[src/rtl/pipe_ctrl_pkg.sv]
// Shared types and encodings for the pipelined TSC control unit.
// Holds opcode/func codes, the staged control words, the forwarding select and FSM state enums.
package pipe_ctrl_pkg;

    localparam logic [3:0] OP_BNE = 4'd0;
    localparam logic [3:0] OP_BEQ = 4'd1;
    localparam logic [3:0] OP_ADI = 4'd4;
    localparam logic [3:0] OP_ORI = 4'd5;
    localparam logic [3:0] OP_LHI = 4'd6;
    localparam logic [3:0] OP_LWD = 4'd7;
    localparam logic [3:0] OP_SWD = 4'd8;
    localparam logic [3:0] OP_JMP = 4'd9;
    localparam logic [3:0] OP_JAL = 4'd10;
    localparam logic [3:0] OP_ALU = 4'd15;

    localparam logic [5:0] FN_JPR = 6'd25;
    localparam logic [5:0] FN_JRL = 6'd26;
    localparam logic [5:0] FN_WWD = 6'd28;
    localparam logic [5:0] FN_HLT = 6'd29;

    localparam logic [3:0] ALU_ORI  = 4'd3;
    localparam logic [3:0] ALU_LHI  = 4'd8;
    localparam logic [3:0] ALU_PASS = 4'd9;

    typedef struct packed {
        logic [3:0] alu_op;
        logic       alu_src;
        logic       mem_read;
        logic       mem_write;
        logic       jr;
        logic       reg_write;
        logic       mem_to_reg;
        logic       pc_to_reg;
        logic       wwd;
        logic       hlt;
    } ctrl_t;

    // Only the write-back side of the control word travels past EX.
    typedef struct packed {
        logic reg_write;
        logic mem_to_reg;
        logic pc_to_reg;
        logic wwd;
        logic hlt;
    } wb_ctrl_t;

    typedef enum logic [1:0] {
        FWD_REG = 2'd0,
        FWD_MEM = 2'd1,
        FWD_WB  = 2'd2
    } fwd_sel_e;

    typedef enum logic [1:0] {
        ST_RUN    = 2'd0,
        ST_DRAIN  = 2'd1,
        ST_HALTED = 2'd2
    } hlt_state_e;

    function automatic wb_ctrl_t to_wb(input ctrl_t c);
        wb_ctrl_t w;
        w.reg_write  = c.reg_write;
        w.mem_to_reg = c.mem_to_reg;
        w.pc_to_reg  = c.pc_to_reg;
        w.wwd        = c.wwd;
        w.hlt        = c.hlt;
        return w;
    endfunction

endpackage

[src/rtl/pipe_ctrl_decode.sv]
// Combinational ID-stage decoder: opcode/func into a control word, destination register
// and the source-operand usage flags that feed hazard detection.
module pipe_ctrl_decode
    import pipe_ctrl_pkg::*;
#(
    parameter int REG_AW = 2
) (
    input  logic [3:0]        opcode,
    input  logic [5:0]        func,
    input  logic [REG_AW-1:0] rt,
    input  logic [REG_AW-1:0] rd,
    output ctrl_t             ctrl,
    output logic [REG_AW-1:0] dst,
    output logic              use_rs,
    output logic              use_rt
);

    logic r_alu;
    logic is_imm_wr;
    logic is_jal;
    logic is_jrl;
    logic is_jpr;
    logic is_wwd;
    logic is_hlt;

    always_comb begin
        r_alu     = (opcode == OP_ALU) && (func[5:3] == 3'b000);
        is_imm_wr = (opcode >= OP_ADI) && (opcode <= OP_LWD);
        is_jal    = (opcode == OP_JAL);
        is_jrl    = (opcode == OP_ALU) && (func == FN_JRL);
        is_jpr    = (opcode == OP_ALU) && (func == FN_JPR);
        is_wwd    = (opcode == OP_ALU) && (func == FN_WWD);
        is_hlt    = (opcode == OP_ALU) && (func == FN_HLT);

        ctrl            = '0;
        ctrl.alu_src    = (opcode >= OP_ADI) && (opcode <= OP_SWD);
        ctrl.mem_read   = (opcode == OP_LWD);
        ctrl.mem_write  = (opcode == OP_SWD);
        ctrl.jr         = is_jpr || is_jrl;
        ctrl.reg_write  = r_alu || is_imm_wr || is_jal || is_jrl;
        ctrl.mem_to_reg = (opcode == OP_LWD);
        ctrl.pc_to_reg  = is_jal || is_jrl;
        ctrl.wwd        = is_wwd;
        ctrl.hlt        = is_hlt;

        if (r_alu)
            ctrl.alu_op = {1'b0, func[2:0]};
        else if (opcode == OP_ORI)
            ctrl.alu_op = ALU_ORI;
        else if (opcode == OP_LHI)
            ctrl.alu_op = ALU_LHI;
        else if (is_wwd || is_jpr || is_jrl)
            ctrl.alu_op = ALU_PASS;

        dst = '0;
        if (r_alu)
            dst = rd;
        else if (is_imm_wr)
            dst = rt;
        else if (is_jal || is_jrl)
            dst = REG_AW'(2);

        use_rs = !((opcode == OP_LHI) || (opcode == OP_JMP) || is_jal || is_hlt);
        use_rt = (r_alu && (func[3:2] == 2'b00)) || (opcode == OP_SWD)
               || (opcode == OP_BNE) || (opcode == OP_BEQ);
    end

endmodule

[src/rtl/pipe_ctrl_unit.sv]
// Pipelined control unit: stages control words through EX/MEM/WB, detects RAW hazards,
// sequences HLT drain and counts retirements. Define PIPE_CTRL_UNIT_FWD_EN for forwarding.
module pipe_ctrl_unit
    import pipe_ctrl_pkg::*;
#(
    parameter int REG_AW = 2,
    parameter int CNT_W  = 16
) (
    input  logic              clk,
    input  logic              reset,
    input  logic              id_valid,
    input  logic [3:0]        id_opcode,
    input  logic [5:0]        id_func,
    input  logic [REG_AW-1:0] id_rs,
    input  logic [REG_AW-1:0] id_rt,
    input  logic [REG_AW-1:0] id_rd,
    input  logic              ex_redirect,
    output logic              stall,
    output logic              flush_id,
    output logic [3:0]        ex_alu_op,
    output logic              ex_alu_src,
    output logic              ex_mem_read,
    output logic              ex_mem_write,
    output logic              ex_jr,
    output logic              wb_reg_write,
    output logic              wb_mem_to_reg,
    output logic              wb_pc_to_reg,
    output logic              wb_wwd,
    output logic [REG_AW-1:0] wb_dst,
    output logic [1:0]        fwd_a,
    output logic [1:0]        fwd_b,
    output logic              halted,
    output logic [CNT_W-1:0]  num_inst
);

    ctrl_t             id_ctrl;
    logic [REG_AW-1:0] id_dst;
    logic              id_use_rs;
    logic              id_use_rt;

    ctrl_t             ex_ctrl;
    wb_ctrl_t          mem_ctrl;
    wb_ctrl_t          wb_ctrl;
    logic              ex_valid, mem_valid, wb_valid;
    logic [REG_AW-1:0] ex_dst, mem_dst, wb_dst_q;

    logic              hazard;
    logic              issue;
    logic              fsm_hold;
    hlt_state_e        state, state_nxt;

    pipe_ctrl_decode #(.REG_AW(REG_AW)) u_decode (
        .opcode (id_opcode),
        .func   (id_func),
        .rt     (id_rt),
        .rd     (id_rd),
        .ctrl   (id_ctrl),
        .dst    (id_dst),
        .use_rs (id_use_rs),
        .use_rt (id_use_rt)
    );

    // WB is excluded from hazard checks because the regfile writes before it reads.
`ifdef PIPE_CTRL_UNIT_FWD_EN
    logic ex_hit;

    always_comb begin
        ex_hit = ex_valid && ex_ctrl.reg_write
              && ((id_use_rs && (ex_dst == id_rs)) || (id_use_rt && (ex_dst == id_rt)));
        hazard = id_valid && ex_hit && ex_ctrl.mem_read;
    end
`else
    logic ex_hit, mem_hit;

    always_comb begin
        ex_hit  = ex_valid && ex_ctrl.reg_write
               && ((id_use_rs && (ex_dst == id_rs)) || (id_use_rt && (ex_dst == id_rt)));
        mem_hit = mem_valid && mem_ctrl.reg_write
               && ((id_use_rs && (mem_dst == id_rs)) || (id_use_rt && (mem_dst == id_rt)));
        hazard  = id_valid && (ex_hit || mem_hit);
    end
`endif

    assign issue = id_valid && !ex_redirect && !hazard && (state == ST_RUN);

    always_ff @(posedge clk or posedge reset) begin
        if (reset)
            state <= ST_RUN;
        else
            state <= state_nxt;
    end

    always_comb begin
        state_nxt = state;
        case (state)
            ST_RUN:    if (issue && id_ctrl.hlt) state_nxt = ST_DRAIN;
            ST_DRAIN:  if (wb_valid && wb_ctrl.hlt) state_nxt = ST_HALTED;
            ST_HALTED: state_nxt = ST_HALTED;
            default:   state_nxt = ST_RUN;
        endcase
    end

    always_comb begin
        fsm_hold = (state != ST_RUN);
        halted   = (state == ST_HALTED);
    end

    // Draining/halted holds the front end regardless of a redirect; otherwise redirect beats a hazard.
    assign stall    = fsm_hold || (hazard && !ex_redirect);
    assign flush_id = ex_redirect;

    always_ff @(posedge clk or posedge reset) begin
        if (reset) begin
            ex_valid  <= 1'b0;
            ex_ctrl   <= '0;
            ex_dst    <= '0;
            mem_valid <= 1'b0;
            mem_ctrl  <= '0;
            mem_dst   <= '0;
            wb_valid  <= 1'b0;
            wb_ctrl   <= '0;
            wb_dst_q  <= '0;
            num_inst  <= '0;
        end else begin
            ex_valid  <= issue;
            ex_ctrl   <= issue ? id_ctrl : '0;
            ex_dst    <= issue ? id_dst : '0;
            mem_valid <= ex_valid;
            mem_ctrl  <= to_wb(ex_ctrl);
            mem_dst   <= ex_dst;
            wb_valid  <= mem_valid;
            wb_ctrl   <= mem_ctrl;
            wb_dst_q  <= mem_dst;
            if (wb_valid)
                num_inst <= num_inst + CNT_W'(1);
        end
    end

    assign ex_alu_op     = ex_ctrl.alu_op;
    assign ex_alu_src    = ex_ctrl.alu_src;
    assign ex_mem_read   = ex_ctrl.mem_read;
    assign ex_mem_write  = ex_ctrl.mem_write;
    assign ex_jr         = ex_ctrl.jr;
    assign wb_reg_write  = wb_valid && wb_ctrl.reg_write;
    assign wb_mem_to_reg = wb_valid && wb_ctrl.mem_to_reg;
    assign wb_pc_to_reg  = wb_valid && wb_ctrl.pc_to_reg;
    assign wb_wwd        = wb_valid && wb_ctrl.wwd;
    assign wb_dst        = wb_valid ? wb_dst_q : '0;

`ifdef PIPE_CTRL_UNIT_FWD_EN
    logic [REG_AW-1:0] ex_rs, ex_rt;
    logic              ex_use_rs, ex_use_rt;
    fwd_sel_e          sel_a, sel_b;
    logic              mem_fwd_ok, wb_fwd_ok;

    always_ff @(posedge clk or posedge reset) begin
        if (reset) begin
            ex_rs     <= '0;
            ex_rt     <= '0;
            ex_use_rs <= 1'b0;
            ex_use_rt <= 1'b0;
        end else begin
            ex_rs     <= id_rs;
            ex_rt     <= id_rt;
            ex_use_rs <= issue && id_use_rs;
            ex_use_rt <= issue && id_use_rt;
        end
    end

    // A load in MEM has no result yet; the load-use stall keeps that case from ever needing it.
    always_comb begin
        mem_fwd_ok = mem_valid && mem_ctrl.reg_write && !mem_ctrl.mem_to_reg;
        wb_fwd_ok  = wb_valid && wb_ctrl.reg_write;
        sel_a = FWD_REG;
        sel_b = FWD_REG;
        if (ex_use_rs) begin
            if (mem_fwd_ok && (mem_dst == ex_rs))
                sel_a = FWD_MEM;
            else if (wb_fwd_ok && (wb_dst_q == ex_rs))
                sel_a = FWD_WB;
        end
        if (ex_use_rt) begin
            if (mem_fwd_ok && (mem_dst == ex_rt))
                sel_b = FWD_MEM;
            else if (wb_fwd_ok && (wb_dst_q == ex_rt))
                sel_b = FWD_WB;
        end
    end

    assign fwd_a = sel_a;
    assign fwd_b = sel_b;
`else
    assign fwd_a = 2'd0;
    assign fwd_b = 2'd0;
`endif

endmodule

[config.mk]
export PLATFORM = sky130hd
export DESIGN_NAME = pipe_ctrl_unit
export DESIGN_NICKNAME = d
export VERILOG_FILES = /design/src/rtl/pipe_ctrl_pkg.sv /design/src/rtl/pipe_ctrl_decode.sv /design/src/rtl/pipe_ctrl_unit.sv
export SDC_FILE = /design/constraint.sdc
export NUM_CORES = 1
export LEC_CHECK = 0
export ABC_AREA = 1
export CAP_MARGIN = 10
export CORE_AREA = 10 10 89 91
export CTS_BUF_LIST = sky130_fd_sc_hd__clkbuf_8 sky130_fd_sc_hd__clkbuf_16
export DETAILED_ROUTE_END_ITERATION = 8
export DIE_AREA = 0 0 99 101
export GPL_TIMING_DRIVEN = 0
export PLACE_DENSITY = 0.77
export RECOVER_POWER = 50
export SLEW_MARGIN = 40
export SYNTH_ARGS = -nofsm -noshare
export SYNTH_HDL_FRONTEND = slang
export SYNTH_SLANG_ARGS = --single-unit
[constraint.sdc]
create_clock -name clk -period 1.85 [get_ports clk]
set_clock_uncertainty 0.2 [all_clocks]
set_input_delay 0.555 -clock clk [delete_from_list [all_inputs] [get_ports clk]]
set_output_delay 0.555 -clock clk [all_outputs]
set_load 0.05 [all_outputs]
**After elaboration in Yosys (flattened, before gate mapping)**

Index checks and enable logic that the tools add are counted.

- Reduce and logical (&&, ||, !) cells: 53
- Magnitude comparators: 3
- Eq/ne operators: 20
- $add $sub $neg: 1
- Mux-type cells: 13

Operators by type and width:

| kind | count |
|---|---|
| logical AND 1 bit | 27 |
| equality test 6 x 5 -> 1 bit (second input constant) | 4 |
| logical OR 1 bit | 17 |
| adder 16 x 1 -> 16 bit (second input constant) | 1 |
| equality test 4 bit (second input constant) | 4 |
| two-way mux 4 bit | 4 |
| two-way mux 2 bit | 7 |
| two-way mux 13 bit | 1 |
| equality test 4 x 3 -> 1 bit (second input constant) | 3 |
| equality test 2 bit | 4 |
| one-hot mux 2 bit (3 select lines) | 1 |
| equality test 4 x 1 -> 1 bit (second input constant) | 1 |
| >= comparator 4 x 3 -> 1 bit (second input constant) | 1 |
| less-or-equal comparator 4 x 3 -> 1 bit (second input constant) | 1 |
| less-or-equal comparator 4 bit (second input constant) | 1 |
| zero test 2 bit | 2 |
| zero test 4 bit | 1 |
| zero test 1 bit | 3 |
| zero test 3 bit | 1 |
| equality test 2 x 1 -> 1 bit (second input constant) | 1 |
| equality test 2 bit (second input constant) | 1 |
| inequality test 2 x 1 -> 1 bit (second input constant) | 1 |
| inequality test 2 bit (second input constant) | 1 |
| AND reduction 2 bit | 1 |
| nonzero test 2 bit | 1 |

- Bits in registers: 50
- Logic and storage cells: 118
- Input port bits: 20
- Output and inout port bits: 37

**Logic depth before layout (Yosys ltp)**

- Word-level depth: 17
- Gate-level depth with buffers: 12
- Mapped depth without buffers: 12

**Modules after synthesis**

A second synthesis with hierarchy kept.

- Cells, all modules: 291
- Area total of the unflattened synthesis: 2575.0 µm²

By module, submodules not included:

| module | cells each | instances | area each (µm²) |
|---|---|---|---|
| pipe_ctrl_unit | 221 | 1 | 2233.4 |
| pipe_ctrl_decode | 70 | 1 | 341.6 |

**Worst setup path before layout**

Ideal clock, no wire load.

- Path kind: input-to-output
- Start: in id_rs[0]
- End: out stall
- Path slack: -361 ps
- Buffers on the path: 0
- Cell stages on the path: 8
- Arrival: 1456 ps
- Data required time: 1095 ps
- Cells stage by stage: inv_1 -> or2_2 -> nand3_1 -> nand2_1 -> nand2_4 -> nand2_1 -> nand2_1 -> nand2_1

- Longest elaborated chain between the ends: 8
- Elaborated cells on any way between the ends: 12

RTL lines:

| item | RTL line | RTL |
|---|---|---|
| start, declared | pipe_ctrl_unit.sv:14 | `input logic [REG_AW-1:0] id_rs,` |
| equality test 2 bit (on tied branches) | pipe_ctrl_unit.sv:77, pipe_ctrl_unit.sv:79 |  |
| logical AND 1 bit (on tied branches) | pipe_ctrl_unit.sv:77, pipe_ctrl_unit.sv:79 |  |
| logical OR 1 bit (on tied branches) | pipe_ctrl_unit.sv:77, pipe_ctrl_unit.sv:79 |  |
| logical AND 1 bit (on tied branches) | pipe_ctrl_unit.sv:77, pipe_ctrl_unit.sv:79 |  |
| logical OR 1 bit * | pipe_ctrl_unit.sv:80 | `hazard = id_valid && (ex_hit \|\| mem_hit);` |
| logical AND 1 bit * | pipe_ctrl_unit.sv:80 |  |
| logical AND 1 bit * | pipe_ctrl_unit.sv:109 | `assign stall = fsm_hold \|\| (hazard && !ex_redirect);` |
| logical OR 1 bit * | pipe_ctrl_unit.sv:109 |  |
| end, declared | pipe_ctrl_unit.sv:18 | `output logic stall,` |

Mark *: on every way between the ends. The rest lies on a longest branch, timed or not.

**Worst setup path in the final report**

- Start: in id_func[2]
- End: out stall

- Longest elaborated chain between the ends: 12
- Elaborated cells on any way between the ends: 21

RTL lines:

| item | RTL line | RTL |
|---|---|---|
| start, declared | pipe_ctrl_unit.sv:13 | `input logic [5:0] id_func,` |
| parallel branches: the longest is 8 deep, another holds equality test 6 x 5 -> 1 bit | -- |  |
| logical OR 1 bit * | pipe_ctrl_unit.sv:80 |  |
| logical AND 1 bit * | pipe_ctrl_unit.sv:80 |  |
| logical AND 1 bit * | pipe_ctrl_unit.sv:109 |  |
| logical OR 1 bit * | pipe_ctrl_unit.sv:109 |  |

Mark *: on every way between the ends.

==> results <==
- For this run, the post-layout net count is 360.
- Dividing the detail-routed via count by the number of cells gives 4.415.
- The standby leakage power is 1.741 nW.
- In this run, flip-flops and latches consume 49.3% of the power.
- The number of setup violations in the final report is 3.
- The initial utilization of the core area, before any placement, comes to between 30% and 40%.
- Counting the buffers created by CTS gives 5.
- The data required time of the worst path is roughly 1.1 ns.
- After routing the design area is 0.003242 mm².
- Adding up every negative setup slack in the final design gives -0.5678 ns.
- The die is approximately 99 µm wide.
- The worst setup path is of the in2out kind.
- Ranked by total cell area, the synthesized netlist is headed by sky130_fd_sc_hd__dfrtp_1 53%, sky130_fd_sc_hd__nand2_1 11%, sky130_fd_sc_hd__inv_1 6.8%, sky130_fd_sc_hd__xnor2_1 3.4%, sky130_fd_sc_hd__nor2_1 3.2%.
- The count of unresolved DRC violations after routing is 0.
- The standard cell area after detailed placement is between 0.003 and 0.004 mm².
- In this design, the stage delay of the slowest critical-path cell is about 0.18 ns.
- The die area is roughly 0.010 mm².
- The routed design has 4851 µm of wire.
- The signal on the critical path passes through clkdlybuf4s15_1 > nand2_1 > inv_2 > nand3_2 > nor2_4 > nor2_4 > nand2_4 > nand2_2 > nand2_2 > nand2_4 > buf_8.
- The clock network power share is 27.1%.
- Buffers inserted to repair hold after CTS numbered 0.
- In the post-synthesis netlist, the cell with the most instances is sky130_fd_sc_hd__nand2_1.
- Before antenna repair, the detailed router went through 4 iterations.
- The routed layout has 1,828 vias.
- The path length in cells of the critical path is 11.
- The standard cell with the maximum stage delay on the critical path is sky130_fd_sc_hd__clkdlybuf4s15_1.
- The peak ir drop on the vdd network is 0.4995 mV.
- The top-level I/O count is 57.
- The standard-cell row count is 29.
- The detail route stage leaves a number of antenna-violating nets equal to 0.
- The most used flip-flop cell after synthesis is sky130_fd_sc_hd__dfrtp_1.
- The areal power density over the cells is 755.7 mW/mm².
- The type of the most critical hold path is reg2reg.
- The cell chosen for the clock root is sky130_fd_sc_hd__clkbuf_8.
- The clock reaches the later pin of the worst-skew pair after between 0.2 and 0.3 ns.
- The fraction of final layout cells sized beyond drive strength 1 is 40.95%.
- The initial antenna violation count is 0.
- The post-CTS clock slew at the launch and capture registers of the worst setup and hold paths is 0.09 ns.
- The internal power component is ~1.7 mW.
- The final critical-path share of the clock period is 120.3%.
- After detailed routing, the average wire length per cell comes to 11.72 µm.
- The number of enable flip-flop cells after synthesis is 0.
- Sorting the synthesized cells by how often they occur yields 65 x sky130_fd_sc_hd__nand2_1, 49 x sky130_fd_sc_hd__dfrtp_1, 42 x sky130_fd_sc_hd__inv_1.
- At the end of routability-driven placement, the weighted congestion stood at 0.8944.
- The mean instance size in the synthesized netlist is between 8 and 9 µm².
- The final count of pins violating max slew is 0.
- The flow ran to the end, but the final reports show violations.
- The path with the worst hold slack has its endpoint at mem_ctrl[2]$_DFF_PP0_.
- The count of placed standard cells in the final layout, fillers left out is roughly 410.
- sky130_fd_sc_hd__dfrtp_1 takes more of the synthesized area than any other cell.
- The number of warnings issued by yosys is 0.
- Global routing consumed, over all layers together, 9.649% of the routing resources.
- Setup repair after global routing could not meet its margin everywhere.
- In this run the critical register-to-register path is captured at num_inst[13]$_DFFE_PP0P_.
- Along the worst hold path, the cell count comes to 0.
- The violation count after the first detailed-route iteration is 27.
- In this run the critical register-to-register path is launched from wb_valid$_DFF_PP0_.
- The number of cells produced by synthesis is 260.
- Together, buffers and inverters on the worst path number 3.
- Max-cap violations in this run came to 0.
- TritonCTS built the clock tree.
- For this design the total switching power over the nets is about 800 µW.
- The utilization after layout is a little over half.
- Including well taps, the total number of placed cells is 394.
- The launch instance of the worst min-delay path is ex_ctrl[2]$_DFF_PP0_.
- The area growth from synthesis to layout is 39.75%.
- Of the total power, the share spent switching nets is about 32%.
- The share of total power dissipated in combinational logic is about a quarter.
- The category of the worst setup path capture point is a primary output.
- The sum of net half-perimeters after detailed placement is 3856 µm.
- In this run, synthesis produced a sequential element count of just under 50.
- The cell area after synthesis is 0.002320 mm².
- The number of H-tree levels is 2.
- After layout, the worst setup slack is -0.3753 ns.
- Along the worst path, the maximum fanout reaches 2.
- The post-layout minimum cycle time is 2.225 ns.
- STA classifies the critical path startpoint as an input port.
- The number of cells on the worst reg-to-reg path is 8.
- The synthesized netlist contains 29 unique library cells.
- Summed over all layers, the global routing overflow is 0.
- In this run the register-to-register setup slack is 0.13 ns.
- The global-route wire length before repair is 7976 µm.
- The count of input and output buffers is 52.
- The final reports fail on negative setup slack.
- The core area is around 0.0062 mm².
- Grouping stages by cell kind, the critical path spends the most delay in simple AND/OR/NAND/NOR gates.
- OpenSTA, run right after detailed placement, puts the worst setup slack at -1.649 ns.
- Of the synthesized area, sequential elements account for 52.86%.
- The number of global-route vias before repair is 1,846.
- Derived from the worst setup path, the maximum achievable clock frequency is 449.4 MHz.
- The number of inserted diodes is 0.
- Data arrives at the worst endpoint at 1.47 ns.
- The buffer depth of the longest clock path is 2.
- After synthesis, the share of flip-flops with an asynchronous set or reset is 100.0%.
- The pin count of the biggest net entering global routing is 26.
- The synthesized design devotes to its leading area cell type 52.86% of total area.
- The number of hold-slack violations in the final timing report is 0.
- The max-slew headroom at the worst pin is 66.86%.
- The slew at the pin closest to its max-slew limit is 0.4944 ns.
- The clock net sink count is 49.
- The die is 101 µm tall.
==> through the flow <==
step / hold slack, ns / total power [mW]
final: 0.1509 / 2.450
after global routing: 0.1711 / 2.580
after CTS: 0.1539 / 2.503
after detailed placement: 0.1347 / 1.853
after global placement: 0.1332 / 1.829
after floorplan: 0.1312 / 1.617
==> metal layers <==
layer,up-vias,share of wire (%),GRT usage (%)
met5,-,0,0
met4,0,1.2,3.087
met3,4,7.1,4.321
met2,43,52,17.59
met1,849,40,9.551
li1,932,-,-
==> power groups by stage <==
stage / Clock [mW] / Sequential (mW) / Combinational (mW)
after floorplan: 0 / 1.41 / 0.207
after global routing: 0.730 / 1.22 / 0.627
final: 0.664 / 1.21 / 0.579
after CTS: 0.687 / 1.21 / 0.609
after global placement: 0 / 1.23 / 0.602
after detailed placement: 0 / 1.23 / 0.625
==> layout by cell type, fill, tap and decap left out, types with 6 or more instances in the layout <==
master,instances
sky130_fd_sc_hd__nand2_1,53
sky130_fd_sc_hd__dfrtp_1,47
sky130_fd_sc_hd__buf_2,27
sky130_fd_sc_hd__inv_1,25
sky130_fd_sc_hd__buf_4,20
sky130_fd_sc_hd__nor2_1,15
sky130_fd_sc_hd__inv_2,13
sky130_fd_sc_hd__nand3_1,11
sky130_fd_sc_hd__buf_8,9
sky130_fd_sc_hd__nand2_2,8
sky130_fd_sc_hd__xnor2_1,8
sky130_fd_sc_hd__xor2_1,7
sky130_fd_sc_hd__clkbuf_8,7
sky130_fd_sc_hd__nor2_2,6
sky130_fd_sc_hd__nor2_4,6
sky130_fd_sc_hd__nand2_4,6
sky130_fd_sc_hd__nand4_1,6
sky130_fd_sc_hd__clkdlybuf4s15_2,6
==> area by class of cell <==
class	instances	area [µm²]
Sequential cell	49	1229
Clock inverter	1	5.005
Multi-Input combinational cell	160	989.7
Inverter	43	175.2
Tap cell	77	96.34
Clock buffer	7	96.34
Fill cell	574	2963
Timing Repair Buffer	66	556.8
Buffer	11	93.84
==> timing repair <==
item / 4_1_cts / 5_1_grt
setup buffers: 12 / 1
gates resized for setup: 241 / 36
pin swaps: 19 / 4
endpoints found under the setup margin: 50 / 22
==> worst max path at each step <==
stage	startpoint	to	slack, ns
after floorplan	id_opcode[2]	stall	-0.15
after global placement	id_opcode[0]	stall	-1.62
final	id_func[2]	stall	-0.38
after CTS	mem_dst[1]$_DFF_PP0_	stall	-0.40
after detailed placement	id_opcode[0]	stall	-1.65
after global routing	mem_dst[1]$_DFF_PP0_	stall	-0.47
==> cell families (layout without fill, tap and decap cells) <==
logic type                 after synthesis  in the layout  share of synthesized area, %
and+or+nand+nor                        124            124                         24.65
buffers and inverters                   54            128                         10.52
DFF                                     49             49                         52.86
xor gates and xnor gates                16             16                         6.041
AOI/OAI and AO/OA                       12             12                         3.614
adders and majority gates                4              4                         2.158
other                                    1              4                        0.1617
==> sequential cells by signal (all words and copies together), names as in the netlist <==
signal and cells:
state 2, ex_dst 2, ex_valid 1, num_inst 16, ex_alu_src 1, ex_alu_op 4
mem_dst 2, ex_ctrl 4, ex_mem_write 1, ex_mem_read 1, wb_dst_q 2, wb_ctrl 5
ex_jr 1, wb_valid 1, mem_ctrl 5, mem_valid 1
==> worst reg2reg max path, cell delays in order, from the launching register on <==
cell and delay (ns):
sky130_fd_sc_hd__dfrtp_1 0.39, sky130_fd_sc_hd__clkbuf_4 0.15, sky130_fd_sc_hd__inv_1 0.05, sky130_fd_sc_hd__nor2_1 0.21, sky130_fd_sc_hd__nand2_1 0.13, sky130_fd_sc_hd__nor2_1 0.19
sky130_fd_sc_hd__nand2_1 0.09, sky130_fd_sc_hd__xor2_1 0.14, sky130_fd_sc_hd__inv_1 0.05
(Power assumes the default switching activity.)
